[config.mk]
export PLATFORM = sky130hd
export DESIGN_NAME = serial_shift_reg
export DESIGN_NICKNAME = d
export VERILOG_FILES = /design/src/rtl/serial_shift_reg.sv
export SDC_FILE = /design/constraint.sdc
export NUM_CORES = 1
export LEC_CHECK = 0
export CAP_MARGIN = 15
export CORE_AREA = 2 2 39 41
export CTS_CLUSTER_DIAMETER = 100
export DETAILED_ROUTE_END_ITERATION = 12
export DIE_AREA = 0 0 41 43
export GPL_ROUTABILITY_DRIVEN = 1
export GPL_TIMING_DRIVEN = 1
export SYNTH_ARGS = -nofsm -noshare
export SYNTH_HDL_FRONTEND = slang
export SYNTH_SLANG_ARGS = --single-unit
[constraint.sdc]
create_clock -name clk -period 0.8 [get_ports clk]
set_clock_uncertainty 0.1 [all_clocks]
set_input_delay 0.12 -clock clk [delete_from_list [all_inputs] [get_ports clk]]
set_output_delay 0.12 -clock clk [all_outputs]
set_load 0.005 [all_outputs]
[src/rtl/serial_shift_reg.sv]
// Serial-in, parallel-out shift register; one bit captured per enabled rising edge of clk.
// Latency: a bit sampled at an edge appears on srOut right after that edge; srOut comes straight from the flops.
// Backpressure: none; en=0 holds the contents and synchronous rst overrides en and serIn.
// Build option SHIFTREG_LSB_IN_EN: serIn enters bit 0 and the register shifts toward the MSB.
// Default build (macro undefined): serIn enters bit WIDTH-1 and the register shifts toward the LSB.
module serial_shift_reg #(
  parameter int               WIDTH   = 6,
  parameter logic [WIDTH-1:0] RST_VAL = '0
) (
  input  logic             serIn,
  input  logic             clk,
  input  logic             en,
  input  logic             rst,
  output logic [WIDTH-1:0] srOut
);

  logic [WIDTH-1:0] sr_q;
  logic [WIDTH-1:0] sr_d;

  // Next contents: shift one position when enabled, otherwise hold.
  always_comb begin
    sr_d = sr_q;
    if (en) begin
`ifdef SHIFTREG_LSB_IN_EN
      sr_d = {sr_q[WIDTH-2:0], serIn};
`else
      sr_d = {serIn, sr_q[WIDTH-1:1]};
`endif
    end
  end

  // Register update; reset takes priority over enable and data.
  always_ff @(posedge clk) begin
    if (rst) begin
      sr_q <= RST_VAL;
    end else begin
      sr_q <= sr_d;
    end
  end

  assign srOut = sr_q;

endmodule

After elaboration in Yosys (flattened, before gate mapping) --
Cells that the tools add are included.
Word-level totals: output and inout bits 6, word-level logic and storage cells 1, register bits 6

Logic depth before layout (Yosys ltp) --
Gate-level depths: netlist (run 1).
depth after elaboration 0, gate-level depth with buffers 3

Least setup slack after synthesis (run 1) --
OpenSTA, ideal clock, no wires.
path type reg2reg, start register sr_q[1] (netlist: srOut[1]), end register sr_q[0] (netlist: srOut[0]), cell stages (with the launch flop) 3, setup time 114 ps, arrival time 468 ps, period minus slack after synthesis 683 ps, setup slack 117 ps, data required time 586 ps, cell sequence dfxtp_1 -> mux2i_1 -> nor2_1
RTL lines:
- from (decl) | RTL line 17 | logic [WIDTH-1:0] sr_q;
- from (signal assigned) | RTL line 37 | sr_q <= sr_d;

Final worst setup path (run 1) --
start register sr_q[1] (netlist: srOut[1]), end output srOut[1]
RTL lines:
- to (decl) | RTL line 14 | output logic [WIDTH-1:0] srOut
No word-level cell between the ends.

==> impl_metrics.json, run 1 <==
{
  "power_leakage_uw": 0.000194,
  "drv.max_cap_violation_count": 0,
  "num-nets-final": 43,
  "antenna_found_initial": 0,
  "yosysTopAreaCellShare": 0.561,
  "mappedNetlistNets": 23,
  "ys_warn_count": 0,
  "crit_path_end_kind": "output port",
  "clk_transition_reported_paths_ps": 40,
  "post-cts-setup-buffers": 0,
  "period_share": 1.10,
  "largest_register_ff_count": 6,
  "num_antenna_cells": 0,
  "timing.critical_path.slowest_cell_delay_ps": 310,
  "areaGrowthSynthToFinish_pct": 75.4,
  "worstPathRequired_ps": 580,
  "synth_cell_types": 4,
  "layout_setup_ws_ps": -83.8,
  "number_of_failing_setup_endpoints_in_the_final_timing_report": 12,
  "multi_input_area_um2": 82.6,
  "dr_total_vias": 193,
  "power-per-cell-area_mw_per_mm2": 1690,
  "syn_area_um2": 214,
  "worstHoldPathType": "in -> reg",
  "worstMarginPinSlew_ps": 191,
  "worstSkewPairLatency_ps": 230,
  "fmaxAchievable_mhz": 1130,
  "maximum_number_of_pins_on_one_net_before_global_route_repair": 7,
  "grt_remaining_overflow": 0,
  "grt_pass1_wl_um": 558,
  "series_of_cell_instances_along_the_critical_path": "buf_2",
  "violations_in_the_final_reports": "setup timing",
  "cp_top_family": "flip-flops",
  "drv_slew": 0,
  "yosysSeqAreaShare": 0.561,
  "timing.final.crit_period_ps": 884,
  "ioPinCount": 10,
  "drtAntennaViolNets": 0,
  "cts_max_path_buffers": 2,
  "arrival_ps": 660,
  "grt_util_all_layers": 0.0563,
  "slew_headroom": 0.872,
  "fillerInstances": 161,
  "core-area_mm2": 0.00138,
  "run_status": "complete, but fails checks",
  "drt-met1-wl_um": 115,
  "horizontal_extent_of_the_die_um": 41,
  "routed_wirelength_um": 356,
  "cts_htree_levels": 1,
  "number_of_global_route_vias_before_repair": 181,
  "dp.final_hpwl_um": 310,
  "met2_length_um": 222,
  "cp_max_fo": 2,
  "synth-seq-cells": 6,
  "cts_made_buffers": 3,
  "drive_gt1_frac": 0.595,
  "dr.max_layer_used": "met3",
  "final-hold-violation-count": 0,
  "die_area_mm2": 0.00176,
  "worst-setup-path-type": "reg -> out",
  "clk_root_buffer_cell": "sky130_fd_sc_hd__clkbuf_4",
  "netlist_instances": 19,
  "ir_drop_v": 0.000391,
  "drt_first_pass_iters": 2,
  "critical_path.slowest_cell": "sky130_fd_sc_hd__dfxtp_2",
  "first_iter_violations": 1,
  "critPathLaunchType": "flop",
  "final_cell_count_no_fill": 53,
  "layout.core_utilization": 0.271,
  "initial_utilization": 0.155,
  "cts.sink_count": 6,
  "synth.largest_area_cell": "sky130_fd_sc_hd__dfxtp_1",
  "grt_setup_unrepaired": "true",
  "floorplan.rows": 14,
  "total_met3_wirelength_after_detailed_routing_um": 18,
  "place.detailed.instances": 50,
  "cp.buffers_inverters": 1,
  "avgSynthCellArea_um2": 11.3,
  "cts_tree": "done",
  "post_cts_hold_buffer_count": 0,
  "post_drt_wl_per_cell_um": 6.72,
  "remaining_drc_errors": 0,
  "place.port_buffers": 9,
  "avgViaCountPerCell": 3.64,
  "post_synth_main_area_contributors": "sky130_fd_sc_hd__dfxtp_1 (56%), sky130_fd_sc_hd__mux2i_1 (28%), sky130_fd_sc_hd__nor2_1 (11%), sky130_fd_sc_hd__buf_6 (5.3%)",
  "seq_area_um2": 128,
  "gp_congestion": 0.537,
  "die_h_um": 43
}
-- final timing paths --
check	endpoint	cells past startpoint	slack (ps)	from
hold / removal	srOut[3]	4	330	en
hold reg to reg	srOut[0]	2	390	srOut[0]
setup reg to reg	srOut[4]	3	-30	srOut[5]
setup / recovery	srOut[1]	1	-80	srOut[1]
-- timing repair --
action	in CTS	in global routing
gates resized for setup	33	1
pin swaps	0	1
endpoints found under the setup margin	12	12
endpoints found under the hold margin	0	0
cloned	0	0
-- power breakdown --
part	internal, µW	total (µW)	switching, µW
sequential	308	310	2.67
clock	168	259	90.9
combinational	41.0	63.0	22.0
total	517	633	116
-- cell usage after synthesis --
cell / instances
sky130_fd_sc_hd__buf_6: 1
sky130_fd_sc_hd__dfxtp_1: 6
sky130_fd_sc_hd__mux2i_1: 6
sky130_fd_sc_hd__nor2_1: 6
-- cell families after synthesis --
family                 count (synthesis)  share of synthesized area
DFF                                    6                      0.561
buffers and inverters                  1                     0.0526
and+or+nand+nor                        6                      0.105
muxes                                  6                      0.281
-- routing by layer --
layer / global-route usage / up-vias
li1: - / 99
met1: 0.0355 / 91
met2: 0.0750 / 3
met5: 0 / -
met3: 0.0157 / 0
met4: 0.120 / 0
-- metrics by stage --
step                      hold slack [ps]  setup slack (ps)  TNS, ps  power (µW)  area (µm²)
final                                 333             -83.8     -612         633         375
after global routing                  358              -117    -1110         682         375
after CTS                             335             -92.8     -753         650         372
after detailed placement              396              -407    -3740         382         365
after global placement                387              -396    -3690         382         365
after floorplan                      92.4               117        0         339         214
-- cell type report --
cell class,instances,share of cell area
sequential,6,0.340
timing repair buffer,16,0.327
multi-input combinational,12,0.220
clock buffer,3,0.0600
tap,16,0.0533
-- placed cells by master (no fill, tap or decap) --
master	instances
sky130_fd_sc_hd__dlygate4sd2_1	1
sky130_fd_sc_hd__buf_6	3
sky130_fd_sc_hd__buf_4	4
sky130_fd_sc_hd__clkbuf_4	3
sky130_fd_sc_hd__buf_2	6
sky130_fd_sc_hd__clkdlybuf4s50_1	2
sky130_fd_sc_hd__mux2i_1	6
sky130_fd_sc_hd__dfxtp_2	6
sky130_fd_sc_hd__nor2_1	6
Power figures use the tool's default switching activity.
==> run 2: changes to the inputs <==
--- a/config.mk
+++ b/config.mk
@@ -8,6 +8,7 @@
 export CAP_MARGIN = 15
 export CORE_AREA = 2 2 39 41
 export CTS_CLUSTER_DIAMETER = 100
+export CTS_CLUSTER_SIZE = 25
 export DETAILED_ROUTE_END_ITERATION = 12
 export DIE_AREA = 0 0 41 43
 export GPL_ROUTABILITY_DRIVEN = 1
==> constraint.sdc (replaced) <==
create_clock -name clk -period 0.86 [get_ports clk]
set_clock_uncertainty 0.1 [all_clocks]
set_input_delay 0.129 -clock clk [delete_from_list [all_inputs] [get_ports clk]]
set_output_delay 0.129 -clock clk [all_outputs]
set_load 0.005 [all_outputs]
==> impl_metrics.json, run 2 (same netlist as run 1, synthesis figures left out) <==
{
  "num_antenna_cells": 0,
  "timing.critical_path.slowest_cell_delay_ps": 310,
  "final_cell_count_no_fill": 52,
  "worstMarginPinSlew_ps": 215,
  "floorplan.rows": 14,
  "grt_remaining_overflow": 0,
  "cts_htree_levels": 1,
  "cts_tree": "done",
  "num-nets-final": 42,
  "post_drt_wl_per_cell_um": 8.94,
  "power-per-cell-area_mw_per_mm2": 1660,
  "maximum_number_of_pins_on_one_net_before_global_route_repair": 7,
  "critPathLaunchType": "flop",
  "timing.final.crit_period_ps": 900,
  "slew_headroom": 0.857,
  "placed_cell_area_um2": 358,
  "place.detailed.instances": 49,
  "power_leakage_uw": 0.000189,
  "final-hold-violation-count": 0,
  "number_of_failing_setup_endpoints_in_the_final_timing_report": 6,
  "ioPinCount": 10,
  "multi_input_area_um2": 82.6,
  "worstSkewPairLatency_ps": 240,
  "grt_setup_unrepaired": "true",
  "dr_total_vias": 189,
  "worst-setup-path-type": "reg -> out",
  "cts_made_buffers": 3,
  "remaining_drc_errors": 0,
  "grt_pass1_wl_um": 696,
  "drt_first_pass_iters": 2,
  "cp.buffers_inverters": 1,
  "series_of_cell_instances_along_the_critical_path": "buf_2",
  "cts.sink_count": 6,
  "ir_drop_v": 0.000293,
  "cts_max_path_buffers": 2,
  "gp_congestion": 0.512,
  "fmaxAchievable_mhz": 1110,
  "clk_transition_reported_paths_ps": 40,
  "largest_register_ff_count": 6,
  "number_of_global_route_vias_before_repair": 193,
  "clk_root_buffer_cell": "sky130_fd_sc_hd__clkbuf_4",
  "antenna_found_initial": 0,
  "seq_area_um2": 128,
  "routed_wirelength_um": 465,
  "horizontal_extent_of_the_die_um": 41,
  "worstPathRequired_ps": 630,
  "hold-worst-slack_ps": 307,
  "drv.max_cap_violation_count": 0,
  "worstHoldPathType": "in -> reg",
  "violations_in_the_final_reports": "setup timing",
  "drv_slew": 0,
  "period_share": 1.05,
  "layout_setup_ws_ps": -40.2,
  "post_cts_hold_buffer_count": 0,
  "cp_top_family": "flip-flops",
  "design_area_um2": 367,
  "grt_util_all_layers": 0.0693,
  "drtAntennaViolNets": 0,
  "core-area_mm2": 0.00138,
  "arrival_ps": 670,
  "cp_max_fo": 2,
  "place.port_buffers": 9,
  "timing.reg2reg.setup_slack_ps": 10,
  "drive_gt1_frac": 0.583,
  "fillerInstances": 163,
  "initial_utilization": 0.155,
  "placement.setup.worst_slack_ps": -374,
  "run_status": "complete, but fails checks",
  "critical_path.slowest_cell": "sky130_fd_sc_hd__dfxtp_2",
  "first_iter_violations": 5,
  "die_area_mm2": 0.00176,
  "crit_path_end_kind": "output port",
  "die_h_um": 43,
  "areaGrowthSynthToFinish_pct": 71.3,
  "final_cell_mix": "sky130_fd_sc_hd__mux2i_1 (6), sky130_fd_sc_hd__nor2_1 (6), sky130_fd_sc_hd__dfxtp_2 (6), sky130_fd_sc_hd__buf_2 (5), sky130_fd_sc_hd__buf_4 (5)",
  "avgViaCountPerCell": 3.63,
  "dp.final_hpwl_um": 344
}
==> run 2: cell count changes in the layout (fill, tap and decap cells not counted), sizes merged <==
cell | previous run | this run
buf | 13 | 12
==> run 2: layer usage <==
layer | vias to the layer above | track usage | routed length (µm)
met1 | 81 | 0.0645 | 198
met2 | 8 | 0.0781 | 222
met3 | 4 | 0.0314 | 25
met5 | - | 0 | 0
met4 | 0 | 0.120 | 19
li1 | 96 | - | -
==> run 2: path summary, 6_finish.rpt <==
path	start	endpoint	cells after the start
worst max-delay path	srOut[0]	srOut[0]	1
worst min-delay path	en	srOut[0]	4
worst max register to register	srOut[3]	srOut[2]	3
worst min register to register	srOut[0]	srOut[0]	2
==> run 2: stage by stage <==
stage	power [µW]	setup TNS, ps	utilization
global route	645	-406	0.265
CTS	623	-309	0.260
finish	609	-229	0.265
floorplan	316	0	-
detailed placement	353	-3210	0.259
global placement	352	-3100	0.259
==> run 2: area by class of cell <==
cell class	instances	share of cell area
timing repair buffer	15	0.311
clock buffer	3	0.0614
tap	16	0.0546
multi-input combinational	12	0.225
sequential	6	0.348
==> run 2: report_power, final <==
group | switching, µW | internal [µW]
Clock | 105 | 158
Sequential | 2.95 | 286
Combinational | 20.9 | 36.8
==> run 2: what timing repair did <==
item,4_1_cts,5_1_grt
setup buffers,1,0
resized for setup,32,1
pin swaps,1,1
setup endpoints to repair,12,8
==> run 3: changes to the inputs <==
--- a/config.mk
+++ b/config.mk
@@ -13,6 +13,7 @@
 export DIE_AREA = 0 0 41 43
 export GPL_ROUTABILITY_DRIVEN = 1
 export GPL_TIMING_DRIVEN = 1
+export PLACE_DENSITY = 0.44
 export SYNTH_ARGS = -nofsm -noshare
 export SYNTH_HDL_FRONTEND = slang
 export SYNTH_SLANG_ARGS = --single-unit
==> impl_metrics.json, run 3 (same netlist as run 1, synthesis figures left out) <==
{
  "hold-worst-slack_ps": 341,
  "worstPathRequired_ps": 630,
  "drive_gt1_frac": 0.595,
  "worstSkewPairLatency_ps": 230,
  "worstMarginPinSlew_ps": 186,
  "gp_congestion": 0.645,
  "placement.setup.worst_slack_ps": -350,
  "clk_root_buffer_cell": "sky130_fd_sc_hd__clkbuf_4",
  "worst-setup-path-type": "reg -> out",
  "grt_remaining_overflow": 0,
  "place.port_buffers": 9,
  "cts_tree": "done",
  "grt_pass1_wl_um": 807,
  "critPathLaunchType": "flop",
  "ir_drop_v": 0.000527,
  "areaGrowthSynthToFinish_pct": 84.8,
  "min_from": "en",
  "final-hold-violation-count": 0,
  "place.detailed.instances": 50,
  "crit-reg2reg-launch": "srOut[1]",
  "die_area_mm2": 0.00176,
  "worstHoldPathType": "in -> reg",
  "final_cell_count_no_fill": 53,
  "cts.sink_count": 6,
  "cts_max_path_buffers": 2,
  "cp_max_fo": 2,
  "fmaxAchievable_mhz": 1120,
  "cts_made_buffers": 3,
  "arrival_ps": 670,
  "drtAntennaViolNets": 0,
  "num_antenna_cells": 0,
  "series_of_cell_instances_along_the_critical_path": "buf_2",
  "placed_cell_area_um2": 365,
  "antenna_found_initial": 0,
  "post_cts_hold_buffer_count": 0,
  "cp.buffers_inverters": 1,
  "largest_register_ff_count": 6,
  "horizontal_extent_of_the_die_um": 41,
  "first_iter_violations": 3,
  "power-per-cell-area_mw_per_mm2": 1510,
  "avgViaCountPerCell": 3.49,
  "post_drt_wl_per_cell_um": 8.28,
  "cts_htree_levels": 1,
  "violations_in_the_final_reports": "setup timing",
  "routed_wirelength_um": 439,
  "dp.final_hpwl_um": 410,
  "number_of_global_route_vias_before_repair": 205,
  "core-area_mm2": 0.00138,
  "drt_first_pass_iters": 4,
  "final_cell_mix": "sky130_fd_sc_hd__buf_6 (7), sky130_fd_sc_hd__mux2i_1 (6), sky130_fd_sc_hd__nor2_1 (6), sky130_fd_sc_hd__dfxtp_2 (6), sky130_fd_sc_hd__buf_2 (4)",
  "most_common_cell_after_layout_fill_and_taps_aside": "sky130_fd_sc_hd__buf_6",
  "layout_setup_ws_ps": -35.1,
  "slew_headroom": 0.875,
  "clk_transition_reported_paths_ps": 40,
  "die_h_um": 43,
  "critical_path.slowest_cell": "sky130_fd_sc_hd__dfxtp_2",
  "cp_top_family": "flip-flops",
  "ioPinCount": 10,
  "number_of_failing_setup_endpoints_in_the_final_timing_report": 6,
  "period_share": 1.04,
  "grt_setup_unrepaired": "true",
  "drv_slew": 0,
  "timing.critical_path.from": "srOut[2]",
  "num-nets-final": 43,
  "timing.critical_path.slowest_cell_delay_ps": 310,
  "timing.final.crit_period_ps": 895,
  "dr_total_vias": 185,
  "crit_path_end_kind": "output port",
  "drv.max_cap_violation_count": 0,
  "initial_utilization": 0.155,
  "floorplan.rows": 14,
  "design_area_um2": 395,
  "maximum_number_of_pins_on_one_net_before_global_route_repair": 7,
  "grt_util_all_layers": 0.0786,
  "run_status": "complete, but fails checks",
  "remaining_drc_errors": 0,
  "power_leakage_uw": 0.000197
}
==> run 3: what timing repair did <==
action / in CTS / in global routing
gates resized for setup: 33 / 5
pin swaps: 0 / 2
endpoints found under the setup margin: 12 / 11
buffers inserted: 0 / 0
==> run 3: report_power, final <==
group | switching, µW | total [µW] | internal [µW]
combinational | 21.0 | 65.3 | 44.3
clock | 85.5 | 242 | 157
sequential | 3.83 | 290 | 286
total | 110 | 598 | 487
==> run 3: metal layers <==
| metal | up-vias | wire length [µm] | GRT usage |
|---|---|---|---|
| met4 | 0 | 0 | 0.100 |
| li1 | 98 | - | - |
| met2 | 2 | 291 | 0.116 |
| met1 | 85 | 121 | 0.0554 |
| met3 | 0 | 26 | 0.0471 |
| met5 | - | 0 | 0 |
==> run 3: metrics by stage <==
step           utilization  power [µW]  setup TNS, ps
6_report             0.286         598           -180
5_1_grt              0.286         649           -472
4_1_cts              0.269         606           -239
3_5_place_dp         0.264         356          -3160
3_3_place_gp         0.264         354          -3070
2_1_floorplan            -         316              0
==> run 3: final cells by class <==
class,count,area [µm²]
clock buffer,3,22.5
fill,152,988
multi-input combinational,12,82.6
sequential,6,128
tap,16,20.0
timing repair buffer,16,143
==> run 3: worst paths after layout <==
| kind | endpoint | slack [ps] | depth (start not counted) |
|---|---|---|---|
| max | srOut[2] | -40 | 1 |
| min | srOut[0] | 340 | 4 |
| max reg2reg | srOut[1] | 20 | 3 |
| min reg2reg | srOut[0] | 380 | 2 |
